===== src/rtl/gate_access_if.sv =====
// gate_access_if
//   Bundles the arbiter's request/sensor inputs and its grant/actuator outputs.
//   master : the requester/sensor side (drives req and vehicle_present)
//   slave  : the arbiter (drives grant, grant_code, grant_valid, gate_open_cmd,
//            gate_close_cmd, busy, timeout_err, pass_count)
//   CNT_W sets the width of pass_count and must match the arbiter's CNT_W.
interface gate_access_if #(
    parameter int CNT_W = 8
);
    logic [3:0]       req;
    logic             vehicle_present;
    logic [3:0]       grant;
    logic [1:0]       grant_code;
    logic             grant_valid;
    logic             gate_open_cmd;
    logic             gate_close_cmd;
    logic             busy;
    logic             timeout_err;
    logic [CNT_W-1:0] pass_count;

    modport master (
        output req, vehicle_present,
        input  grant, grant_code, grant_valid, gate_open_cmd, gate_close_cmd,
               busy, timeout_err, pass_count
    );

    modport slave (
        input  req, vehicle_present,
        output grant, grant_code, grant_valid, gate_open_cmd, gate_close_cmd,
               busy, timeout_err, pass_count
    );
endinterface


===== src/rtl/gate_access_arbiter.sv =====
// gate_access_arbiter
//   Shares one vehicle gate among 4 requesters. A round-robin arbiter picks one
//   active request while idle, then the gate is sequenced open -> wait for the
//   vehicle to pass (or time out) -> close, after which the gate is released.
// Ports
//   clk    : system clock, rising edge
//   rst_n  : asynchronous active-low reset
//   bus    : gate_access_if.slave
//            req[3:0] level requests, vehicle_present gate-line sensor (inputs)
//            grant one-hot, grant_code index, grant_valid, gate_open_cmd,
//            gate_close_cmd, busy, timeout_err pulse, pass_count (outputs)
//   All outputs are registered.
module gate_access_arbiter #(
    parameter int OPEN_CYCLES  = 50,
    parameter int PASS_TIMEOUT = 200,
    parameter int CLOSE_CYCLES = 50,
    parameter int CNT_W        = 8
) (
    input  logic          clk,
    input  logic          rst_n,
    gate_access_if.slave  bus
);

    // One shared timer serves every timed state, so size it for the longest.
    localparam int T_MAX0 = (OPEN_CYCLES > PASS_TIMEOUT) ? OPEN_CYCLES : PASS_TIMEOUT;
    localparam int T_MAX  = (T_MAX0 > CLOSE_CYCLES) ? T_MAX0 : CLOSE_CYCLES;
    localparam int TW     = (T_MAX > 1) ? $clog2(T_MAX) : 1;

    localparam logic [TW-1:0] OPEN_LAST  = TW'(OPEN_CYCLES - 1);
    localparam logic [TW-1:0] PASS_LAST  = TW'(PASS_TIMEOUT - 1);
    localparam logic [TW-1:0] CLOSE_LAST = TW'(CLOSE_CYCLES - 1);

    typedef enum logic [1:0] {
        IDLE      = 2'd0,
        OPENING   = 2'd1,
        WAIT_PASS = 2'd2,
        CLOSING   = 2'd3
    } state_t;

    state_t           state_reg;
    logic [1:0]       ptr_reg;
    logic [3:0]       grant_reg;
    logic [1:0]       code_reg;
    logic             valid_reg;
    logic             open_reg;
    logic             close_reg;
    logic             busy_reg;
    logic             terr_reg;
    logic [CNT_W-1:0] count_reg;
    logic [TW-1:0]    timer_reg;
    logic             seen_reg;

    logic [1:0]       win_code;
    logic [3:0]       win_onehot;
    logic [1:0]       cand;

    // Round-robin search from ptr+1 upward (mod 4). Offsets are visited from
    // farthest to nearest so the nearest set request is the last assignment.
    // Offset 4 wraps back to ptr itself, which becomes lowest priority.
    always_comb begin
        win_code = ptr_reg;
        cand     = '0;
        for (int k = 3; k >= 0; k--) begin
            cand = ptr_reg + 2'(k + 1);
            if (bus.req[cand]) begin
                win_code = cand;
            end
        end
    end

    genvar gi;
    generate
        for (gi = 0; gi < 4; gi++) begin : g_onehot
            assign win_onehot[gi] = (win_code == 2'(gi));
        end
    endgenerate

    always_ff @(posedge clk or negedge rst_n) begin
        if (!rst_n) begin
            state_reg <= IDLE;
            ptr_reg   <= 2'd3;
            grant_reg <= '0;
            code_reg  <= '0;
            valid_reg <= 1'b0;
            open_reg  <= 1'b0;
            close_reg <= 1'b0;
            busy_reg  <= 1'b0;
            terr_reg  <= 1'b0;
            count_reg <= '0;
            timer_reg <= '0;
            seen_reg  <= 1'b0;
        end else begin
            terr_reg <= 1'b0;
            case (state_reg)
                IDLE: begin
                    if (bus.req != 4'b0000) begin
                        state_reg <= OPENING;
                        grant_reg <= win_onehot;
                        code_reg  <= win_code;
                        valid_reg <= 1'b1;
                        ptr_reg   <= win_code;
                        open_reg  <= 1'b1;
                        busy_reg  <= 1'b1;
                        timer_reg <= '0;
                    end
                end

                OPENING: begin
                    if (timer_reg == OPEN_LAST) begin
                        state_reg <= WAIT_PASS;
                        open_reg  <= 1'b0;
                        timer_reg <= '0;
                        seen_reg  <= 1'b0;
                    end else begin
                        timer_reg <= timer_reg + 1'b1;
                    end
                end

                WAIT_PASS: begin
                    // Completion is tested first so it beats a timeout on the
                    // same cycle.
                    if (seen_reg && !bus.vehicle_present) begin
                        if (count_reg != {CNT_W{1'b1}}) begin
                            count_reg <= count_reg + 1'b1;
                        end
                        state_reg <= CLOSING;
                        close_reg <= 1'b1;
                        timer_reg <= '0;
                    end else if (timer_reg == PASS_LAST) begin
                        terr_reg  <= 1'b1;
                        state_reg <= CLOSING;
                        close_reg <= 1'b1;
                        timer_reg <= '0;
                    end else begin
                        timer_reg <= timer_reg + 1'b1;
                        if (bus.vehicle_present) begin
                            seen_reg <= 1'b1;
                        end
                    end
                end

                CLOSING: begin
                    if (timer_reg == CLOSE_LAST) begin
                        state_reg <= IDLE;
                        close_reg <= 1'b0;
                        grant_reg <= '0;
                        code_reg  <= '0;
                        valid_reg <= 1'b0;
                        busy_reg  <= 1'b0;
                        timer_reg <= '0;
                    end else begin
                        timer_reg <= timer_reg + 1'b1;
                    end
                end

                default: begin
                    state_reg <= IDLE;
                end
            endcase
        end
    end

    assign bus.grant          = grant_reg;
    assign bus.grant_code     = code_reg;
    assign bus.grant_valid    = valid_reg;
    assign bus.gate_open_cmd  = open_reg;
    assign bus.gate_close_cmd = close_reg;
    assign bus.busy           = busy_reg;
    assign bus.timeout_err    = terr_reg;
    assign bus.pass_count     = count_reg;

endmodule

===== src/flat_wrapper.sv =====
// flat-port wrapper written by rule: the top's interface ports become plain ports
module gate_access_arbiter_flat 
#(
    parameter int OPEN_CYCLES  = 50,
    parameter int PASS_TIMEOUT = 200,
    parameter int CLOSE_CYCLES = 50,
    parameter int CNT_W        = 8
)
  (clk, rst_n, bus_req, bus_vehicle_present, bus_grant, bus_grant_code, bus_grant_valid, bus_gate_open_cmd, bus_gate_close_cmd, bus_busy, bus_timeout_err, bus_pass_count);
  gate_access_if #(.CNT_W(CNT_W)) bus_i ();
  input  logic clk;
  input  logic rst_n;
  input wire logic [$bits(bus_i.req)-1:0] bus_req;
  input wire logic [$bits(bus_i.vehicle_present)-1:0] bus_vehicle_present;
  output wire logic [$bits(bus_i.grant)-1:0] bus_grant;
  output wire logic [$bits(bus_i.grant_code)-1:0] bus_grant_code;
  output wire logic [$bits(bus_i.grant_valid)-1:0] bus_grant_valid;
  output wire logic [$bits(bus_i.gate_open_cmd)-1:0] bus_gate_open_cmd;
  output wire logic [$bits(bus_i.gate_close_cmd)-1:0] bus_gate_close_cmd;
  output wire logic [$bits(bus_i.busy)-1:0] bus_busy;
  output wire logic [$bits(bus_i.timeout_err)-1:0] bus_timeout_err;
  output wire logic [$bits(bus_i.pass_count)-1:0] bus_pass_count;
  assign bus_i.req = bus_req;
  assign bus_i.vehicle_present = bus_vehicle_present;
  assign bus_grant = bus_i.grant;
  assign bus_grant_code = bus_i.grant_code;
  assign bus_grant_valid = bus_i.grant_valid;
  assign bus_gate_open_cmd = bus_i.gate_open_cmd;
  assign bus_gate_close_cmd = bus_i.gate_close_cmd;
  assign bus_busy = bus_i.busy;
  assign bus_timeout_err = bus_i.timeout_err;
  assign bus_pass_count = bus_i.pass_count;
  gate_access_arbiter #(.OPEN_CYCLES(OPEN_CYCLES), .PASS_TIMEOUT(PASS_TIMEOUT), .CLOSE_CYCLES(CLOSE_CYCLES), .CNT_W(CNT_W)) u_core (.clk(clk), .rst_n(rst_n), .bus(bus_i));
endmodule

===== config.mk =====
export PLATFORM = sky130hd
export DESIGN_NAME = gate_access_arbiter_flat
export DESIGN_NICKNAME = d
export VERILOG_FILES = /design/src/rtl/gate_access_if.sv /design/src/rtl/gate_access_arbiter.sv /design/src/flat_wrapper.sv
export SDC_FILE = /design/constraint.sdc
export NUM_CORES = 1
export LEC_CHECK = 0
export ABC_AREA = 1
export CORE_ASPECT_RATIO = 1.25
export CORE_UTILIZATION = 54
export DETAILED_ROUTE_END_ITERATION = 10
export GPL_ROUTABILITY_DRIVEN = 0
export GPL_TIMING_DRIVEN = 0
export PLACE_DENSITY = 0.9
export RECOVER_POWER = 100
export REMOVE_ABC_BUFFERS = 1
export SETUP_SLACK_MARGIN = 0.05
export SYNTH_ARGS = -nofsm -noshare
export SYNTH_HDL_FRONTEND = slang
export SYNTH_SLANG_ARGS = --single-unit

===== constraint.sdc =====
create_clock -name clk -period 1.7 [get_ports clk]
set_input_delay 0.34 -clock clk [delete_from_list [all_inputs] [get_ports clk]]
set_output_delay 0.34 -clock clk [all_outputs]
set_load 0.05 [all_outputs]

==> qor.csv, run 1 <==
stage,metric,value,unit
run_status,status,"complete, but fails checks",
run_status,failed_checks,"max-capacitance violations, max-slew violations",
synth,synth-compound-area-share,7.28,%
worst_hold_path,holdCritPathClass,input port to async pin,
setup_path,crit_chain,dlygate4sd2_1,
synth,synth_top_family_by_area,simple AND/OR/NAND/NOR gates,
setup_path,cp_max_fo,4,
synth,ys_seq_elements,31,
drt,post_drt_via_cell_ratio,5.23,
synth,synth_edf_count,0,
synth,synthArstFlopShare,100,%
grt,grt.overflow.total,0,
synth,synth_top_area_share,41.0,%
cells_and_area,drive_gt1_share,20.1,%
sta,fin_tns_setup,0,ns
floorplan,pin_count,26,
synth,synth_xor_area_share,4.45,%
synth,synth_top_cells_by_area,"dfrtp_1 41%, nand2_1 15%, ha_1 5.7%",
clock_tree,htree_levels,2,
drt,drt_iter0_markers,59,
power_and_ir_drop,cellPowerDensity,567,nW/µm²
setup_path,setup.worst_path.start_class,register,
sta,rsz0062_at_grt,true,
synth,netlist_instances,223,
drt,detail_route.drc_violations,0,
cells_and_area,fin_nets,273,
sta,finalHoldViolCount,0,
synth,yosys.area_share.simple,30.1,%
sta,fin_crit_sh,96.8,%
place,port_buffers,25,
sta,fin_crit,1.64,ns
synth,synth.area.mux_share,1.27,%
clock_tree,cts_tree,built,
cells_and_area,nFillCells,225,
drt,wl_per_cell,12.6,µm
floorplan,die_h,66.0,µm
floorplan,initial_utilization,58.5,%
sta,slew_violations,32,
synth,ys_warn_count,0,
run,maxCapViolations,1,
setup_path,critical_path_class,register to output port,
clock_tree,worstSkewPairLatency,0.34,ns
setup_path,cp.required,1.36,ns
synth,synth-main-ff-cell,dfrtp_1,
grt,grt_max_degree,32,
setup_path,crit_path_end_kind,output port,
floorplan,core_area,3030,µm²
synth,avgSynthCellArea,7.94,µm²
cells_and_area,areaGrowthSynthToFinish,24.7,%
grt,grt_use_total,23.3,%
power_and_ir_drop,report.power.total,0.00125,W
floorplan,die_area,3510,µm²
clock_tree,cts.reportedPaths.clkPinSlew,0.10,ns
floorplan,die_x,53.2,µm
sta,setup_viol,0,
setup_path,cp_num_buf_inv,1,
cells_and_area,diodes,0,
synth,yosysTopAreaCell,dfrtp_1,
grt,grt_pass1_vias,1426,
sta,skew,0.0162,ns
sta,timing.fmax,0.608,GHz
floorplan,fp-row-count,22,
drt,vias,1542,
clock_tree,cts_buffer_depth,2,
synth,synth_adder_area_share,5.65,%
sta,tightest_slew,1.61,ns
setup_path,slowest_stage,dlygate4sd2_1,
clock_tree,cts_root_buffer,clkbuf_4,
drt,ant_nets,0,
cells_and_area,mostFrequentLayoutCell,nand2_1,
setup_path,cp.arrival,1.30,ns
synth,ys_seq_area_share,44.0,%
setup_path,critPathMaxStageDelay,0.55,ns
synth,yosys.cell_types.count,28,
grt,antenna_found_initial,0,
power_and_ir_drop,irDropWorstVdd,554,µV
grt,grt_pass1_wl,5910,µm
drt,finalWirelength,3730,µm
clock_tree,postCtsHoldBufs,0,
sta,hold_ws,0.393,ns
clock_tree,cts_sinks,31,
place,dp_hpwl,2440,µm
drt,dr.pass1.iters,4,
power_and_ir_drop,p_leak,1.22,nW
sta,relSlewSlack,-7.45,%
synth,synth_area,1770,µm²
clock_tree,cts_buffers,5,
setup_path,cp_top_family,buffers and inverters,
cells_and_area,most-common-layout-cells,"63 x nand2_1, 29 x dfrtp_1, 24 x inv_1",
metrics by stage:
step	setup WS, ns	util (%)	std cells	instance area (µm²)
3_3_place_gp	-0.254	67.6	282	2050
3_5_place_dp	-0.266	67.6	282	2050
4_1_cts	0.0340	69.2	290	2090
5_1_grt	-0.0150	72.9	295	2210
6_report	0.0552	72.9	295	2210
2_1_floorplan	-0.0287	-	221	1750
per-layer routing:
metal / global-route usage, % / up-vias / part of all wire [%]
met3: 6.21 / 9 / 3.9
met1: 26.9 / 722 / 42
met2: 38.4 / 31 / 51
li1: - / 780 / -
met4: 12.2 / 0 / 2.5
met5: 0 / - / 0
where the power goes:
part	internal, W	switching (W)
clock	0.000200	0.000252
combinational	0.0000205	0.0000406
sequential	0.000737	0
total	0.000958	0.000293
worst paths after layout:
| check | slack, ns | start | cells past startpoint | to |
|---|---|---|---|---|
| worst max-delay path | 0.06 | u_core.bus.pass_count[4] | 1 | bus_pass_count[4] |
| worst min-delay path | 0.39 | rst_n | 1 | u_core.bus.pass_count[6] |
| worst max register to register | 0.12 | u_core.bus.pass_count[1] | 6 | u_core.bus.pass_count[7] |
| worst min register to register | 0.49 | u_core.bus.grant_code[1] | 2 | u_core.bus.grant_code[1] |
| max in group asynchronous | 0.36 | rst_n | 1 | u_core.bus.pass_count[7] |
| min in group clk | 0.49 | u_core.bus.grant_code[1] | 2 | u_core.bus.grant_code[1] |
cells by family after synthesis:
logic type / count (synthesis)
buf+inv: 30
fa+ha+maj: 8
compound gates: 23
simple gates: 120
flops: 31
xor+xnor: 9
mux: 2
cells in the mapped netlist, drive strengths merged, types with 2 or more instances:
| cell type | number |
|---|---|
| o22ai | 3 |
| nand4 | 5 |
| o21ai | 8 |
| nor3 | 4 |
| mux2 | 2 |
| nand2 | 77 |
| nor2 | 18 |
| a21oi | 9 |
| o211ai | 2 |
| dfstp | 2 |
| buf | 2 |
| xor2 | 8 |
| nand3b | 2 |
| inv | 28 |
| dfrtp | 29 |
| nand3 | 13 |
| ha | 8 |
area by class of cell:
type | instances | area, µm² | share of cell area (%)
Multi-Input combinational cell | 162 | 971 | 44.0
Sequential cell | 31 | 778 | 35.3
Timing Repair Buffer | 30 | 248 | 11.2
Inverter | 28 | 105 | 4.76
Clock buffer | 7 | 55.1 | 2.49
Tap cell | 36 | 45.0 | 2.04
Clock inverter | 1 | 5.00 | 0.227
timing repair:
| action | 4_1_cts | 5_1_grt |
|---|---|---|
| setup buffers | 0 | 5 |
| pin swaps | 0 | 4 |
| setup endpoints to repair | 25 | 26 |
| resized for setup | 25 | 35 |
No activity file was read; power rests on OpenSTA's default activity.
==> run 2: changes to the inputs <==
Settings changed: CTS_BUF_LIST set to sky130_fd_sc_hd__clkbuf_8 sky130_fd_sc_hd__clkbuf_16, RECOVER_POWER 100 to unset.
==> qor.csv, run 2 (same netlist as run 1, synthesis figures left out) <==
stage,metric,value,unit,change
power_and_ir_drop,irDropWorstVdd,609,µV,+9.9%
drt,vias,1559,,+1.1%
clock_tree,worstSkewPairLatency,0.29,ns,-0.05 ns
sta,fin_crit_sh,93.9,%,-2.8 points
clock_tree,cts_buffers,5,,unchanged
place,dp_hpwl,2440,µm,unchanged
grt,grt_pass1_vias,1418,,-0.56%
sta,finalHoldViolCount,0,,unchanged
clock_tree,cts_root_buffer,clkbuf_8,,
drt,wl_per_cell,12.7,µm,+0.33%
grt,grt.overflow.total,0,,unchanged
sta,setup_viol,0,,unchanged
place,port_buffers,25,,unchanged
cells_and_area,areaGrowthSynthToFinish,27.8,%,
setup_path,critical_path_class,register to register,,
power_and_ir_drop,power.share.clock,42.4,%,+6.2 points
drt,finalWirelength,3750,µm,+0.67%
cells_and_area,fin_nets,274,,+0.37%
cells_and_area,stdcell_area,2260,µm²,+2.5%
sta,rsz0062_at_grt,true,,
clock_tree,postCtsHoldBufs,0,,unchanged
run_status,status,completed,,
cells_and_area,mostFrequentLayoutCell,nand2_1,,
drt,post_drt_via_cell_ratio,5.27,,+0.76%
setup_path,cp_max_fo,7,,+3
drt,dr.pass1.iters,4,,unchanged
grt,antenna_found_initial,0,,unchanged
power_and_ir_drop,switching_share,22.3,%,-1.1 points
setup_path,setup.worst_path.start_class,register,,
clock_tree,htree_levels,2,,unchanged
floorplan,fp-row-count,22,,unchanged
run,maxCapViolations,0,,-1
cells_and_area,diodes,0,,unchanged
grt,grt_max_degree,32,,unchanged
power_and_ir_drop,p_leak,1.26,nW,+3.2%
place,place_area,2050,µm²,unchanged
power_and_ir_drop,cellPowerDensity,614,nW/µm²,+8.3%
sta,skew,0.0102,ns,-0.00598 ns
cells_and_area,drive_gt1_share,19.2,%,-0.85 points
sta,fin_crit,1.60,ns,-0.0480 ns
floorplan,pin_count,26,,unchanged
cells_and_area,most-common-layout-cells,"64 x nand2_1, 29 x dfrtp_1, 24 x inv_1",,
setup_path,cp.required,1.87,ns,+0.51 ns
cells_and_area,nFillCells,219,,-2.7%
sta,slew_violations,0,,-100%
clock_tree,cts.reportedPaths.clkPinSlew,0.07,ns,-0.03 ns
setup_path,reg2reg_slack,0.10,ns,-0.02 ns
sta,tightest_slew,0.661,ns,-0.951 ns
power_and_ir_drop,seqPwrFrac,53.2,%,-5.7 points
sta,fin_tns_setup,0,ns,unchanged
setup_path,cp.arrival,1.77,ns,+0.47 ns
drt,detail_route.drc_violations,0,,unchanged
clock_tree,cts_sinks,31,,unchanged
floorplan,core_area,3030,µm²,unchanged
sta,hold_ws,0.0817,ns,-0.312 ns
power_and_ir_drop,internal_power,0.00108,W,+13%
clock_tree,cts_buffer_depth,2,,unchanged
sta,timing.fmax,0.626,GHz,+3.0%
power_and_ir_drop,power.switching,0.000310,W,+5.7%
floorplan,die_x,53.2,µm,unchanged
power_and_ir_drop,combPwrFrac,4.4,%,-0.5 points
clock_tree,cts_tree,built,,
setup_path,crit_path_end_kind,register,,
grt,grt_use_total,23.3,%,about the same
worst_hold_path,holdCritPathClass,input port to async pin,,
grt,grt_pass1_wl,5910,µm,+0.12%
drt,drt_iter0_markers,45,,-24%
floorplan,die_area,3510,µm²,unchanged
sta,relSlewSlack,55.9,%,+63 points
floorplan,die_h,66.0,µm,unchanged
floorplan,initial_utilization,58.5,%,unchanged
drt,ant_nets,0,,unchanged
[run 2: cell count changes in the layout (fill, tap and decap cells not counted), moves of 2 or more]
cell	change
clkbuf_2	-4
clkbuf_8	+5
dlygate4sd2_1	+5
clkbuf_1	-2
clkbuf_4	-5
[run 2: metal layers]
layer  part of all wire [%]  GRT usage (%)
met5                      0              0
met4                    1.6           10.9
met3                    4.2           7.13
met2                     51           37.8
met1                     43           27.6
[run 2: worst max-delay path, cell delays in order, from the launching register on]
cell and delay, ns:
dfrtp_1 0.45, inv_2 0.14, ha_4 0.17, inv_1 0.09, nand2_1 0.07, nand2_1 0.05, a21oi_1 0.17, inv_1 0.15
nand2_1 0.12, o21ai_2 0.07
[run 2: power by group through the flow]
stage / clock network (W) / logic, W / registers (W)
2_1_floorplan: 0 / 0.0000225 / 0.000752
3_3_place_gp: 0 / 0.0000570 / 0.000751
3_5_place_dp: 0 / 0.0000574 / 0.000751
4_1_cts: 0.000599 / 0.0000569 / 0.000738
5_1_grt: 0.000635 / 0.0000706 / 0.000737
6_report: 0.000589 / 0.0000617 / 0.000738
[run 2: layout make-up]
| class | count | area, µm² | area share (%) |
|---|---|---|---|
| Multi-Input combinational cell | 162 | 967 | 42.8 |
| Sequential cell | 31 | 778 | 34.4 |
| Timing Repair Buffer | 31 | 270 | 11.9 |
| Inverter | 28 | 110 | 4.87 |
| Clock buffer | 6 | 82.6 | 3.65 |
| Tap cell | 36 | 45.0 | 1.99 |
| Clock inverter | 2 | 8.76 | 0.387 |
[run 2: path summary, 6_finish.rpt]
kind                                     start                     end  depth (start not counted)
setup reg to reg           u_core.state_reg[1]     u_core.bus.grant[3]                          9
hold reg to reg            u_core.bus.grant[1]     u_core.bus.grant[1]                          2
setup / recovery           u_core.state_reg[1]     u_core.bus.grant[3]                          9
min in group clk           u_core.bus.grant[1]     u_core.bus.grant[1]                          2
hold / removal                           rst_n  u_core.bus.timeout_err                          1
max in group asynchronous                rst_n     u_core.timer_reg[7]                          1
[run 2: repair_timing]
action / CTS / global route
resized for setup: 21 / 28
buffers inserted: 0 / 6
setup endpoints to repair: 54 / 18
hold endpoints to repair: 0 / 0
pin swaps: 0 / 8
[run 2: through the flow]
stage	setup slack, ns	utilization [%]	cells	power [W]
3_3_place_gp	-0.254	67.6	282	0.000808
4_1_cts	0.0348	69.9	290	0.00139
5_1_grt	-0.00238	74.7	296	0.00144
2_1_floorplan	-0.0287	-	221	0.000774
3_5_place_dp	-0.266	67.6	282	0.000809
6_report	0.103	74.7	296	0.00139
==> run 3: changes to the inputs <==
Settings changed: CTS_CLUSTER_DIAMETER set to 80.
==> results of run 3 <==
The final DEF is identical to that of run 2; final timing and power are the same.
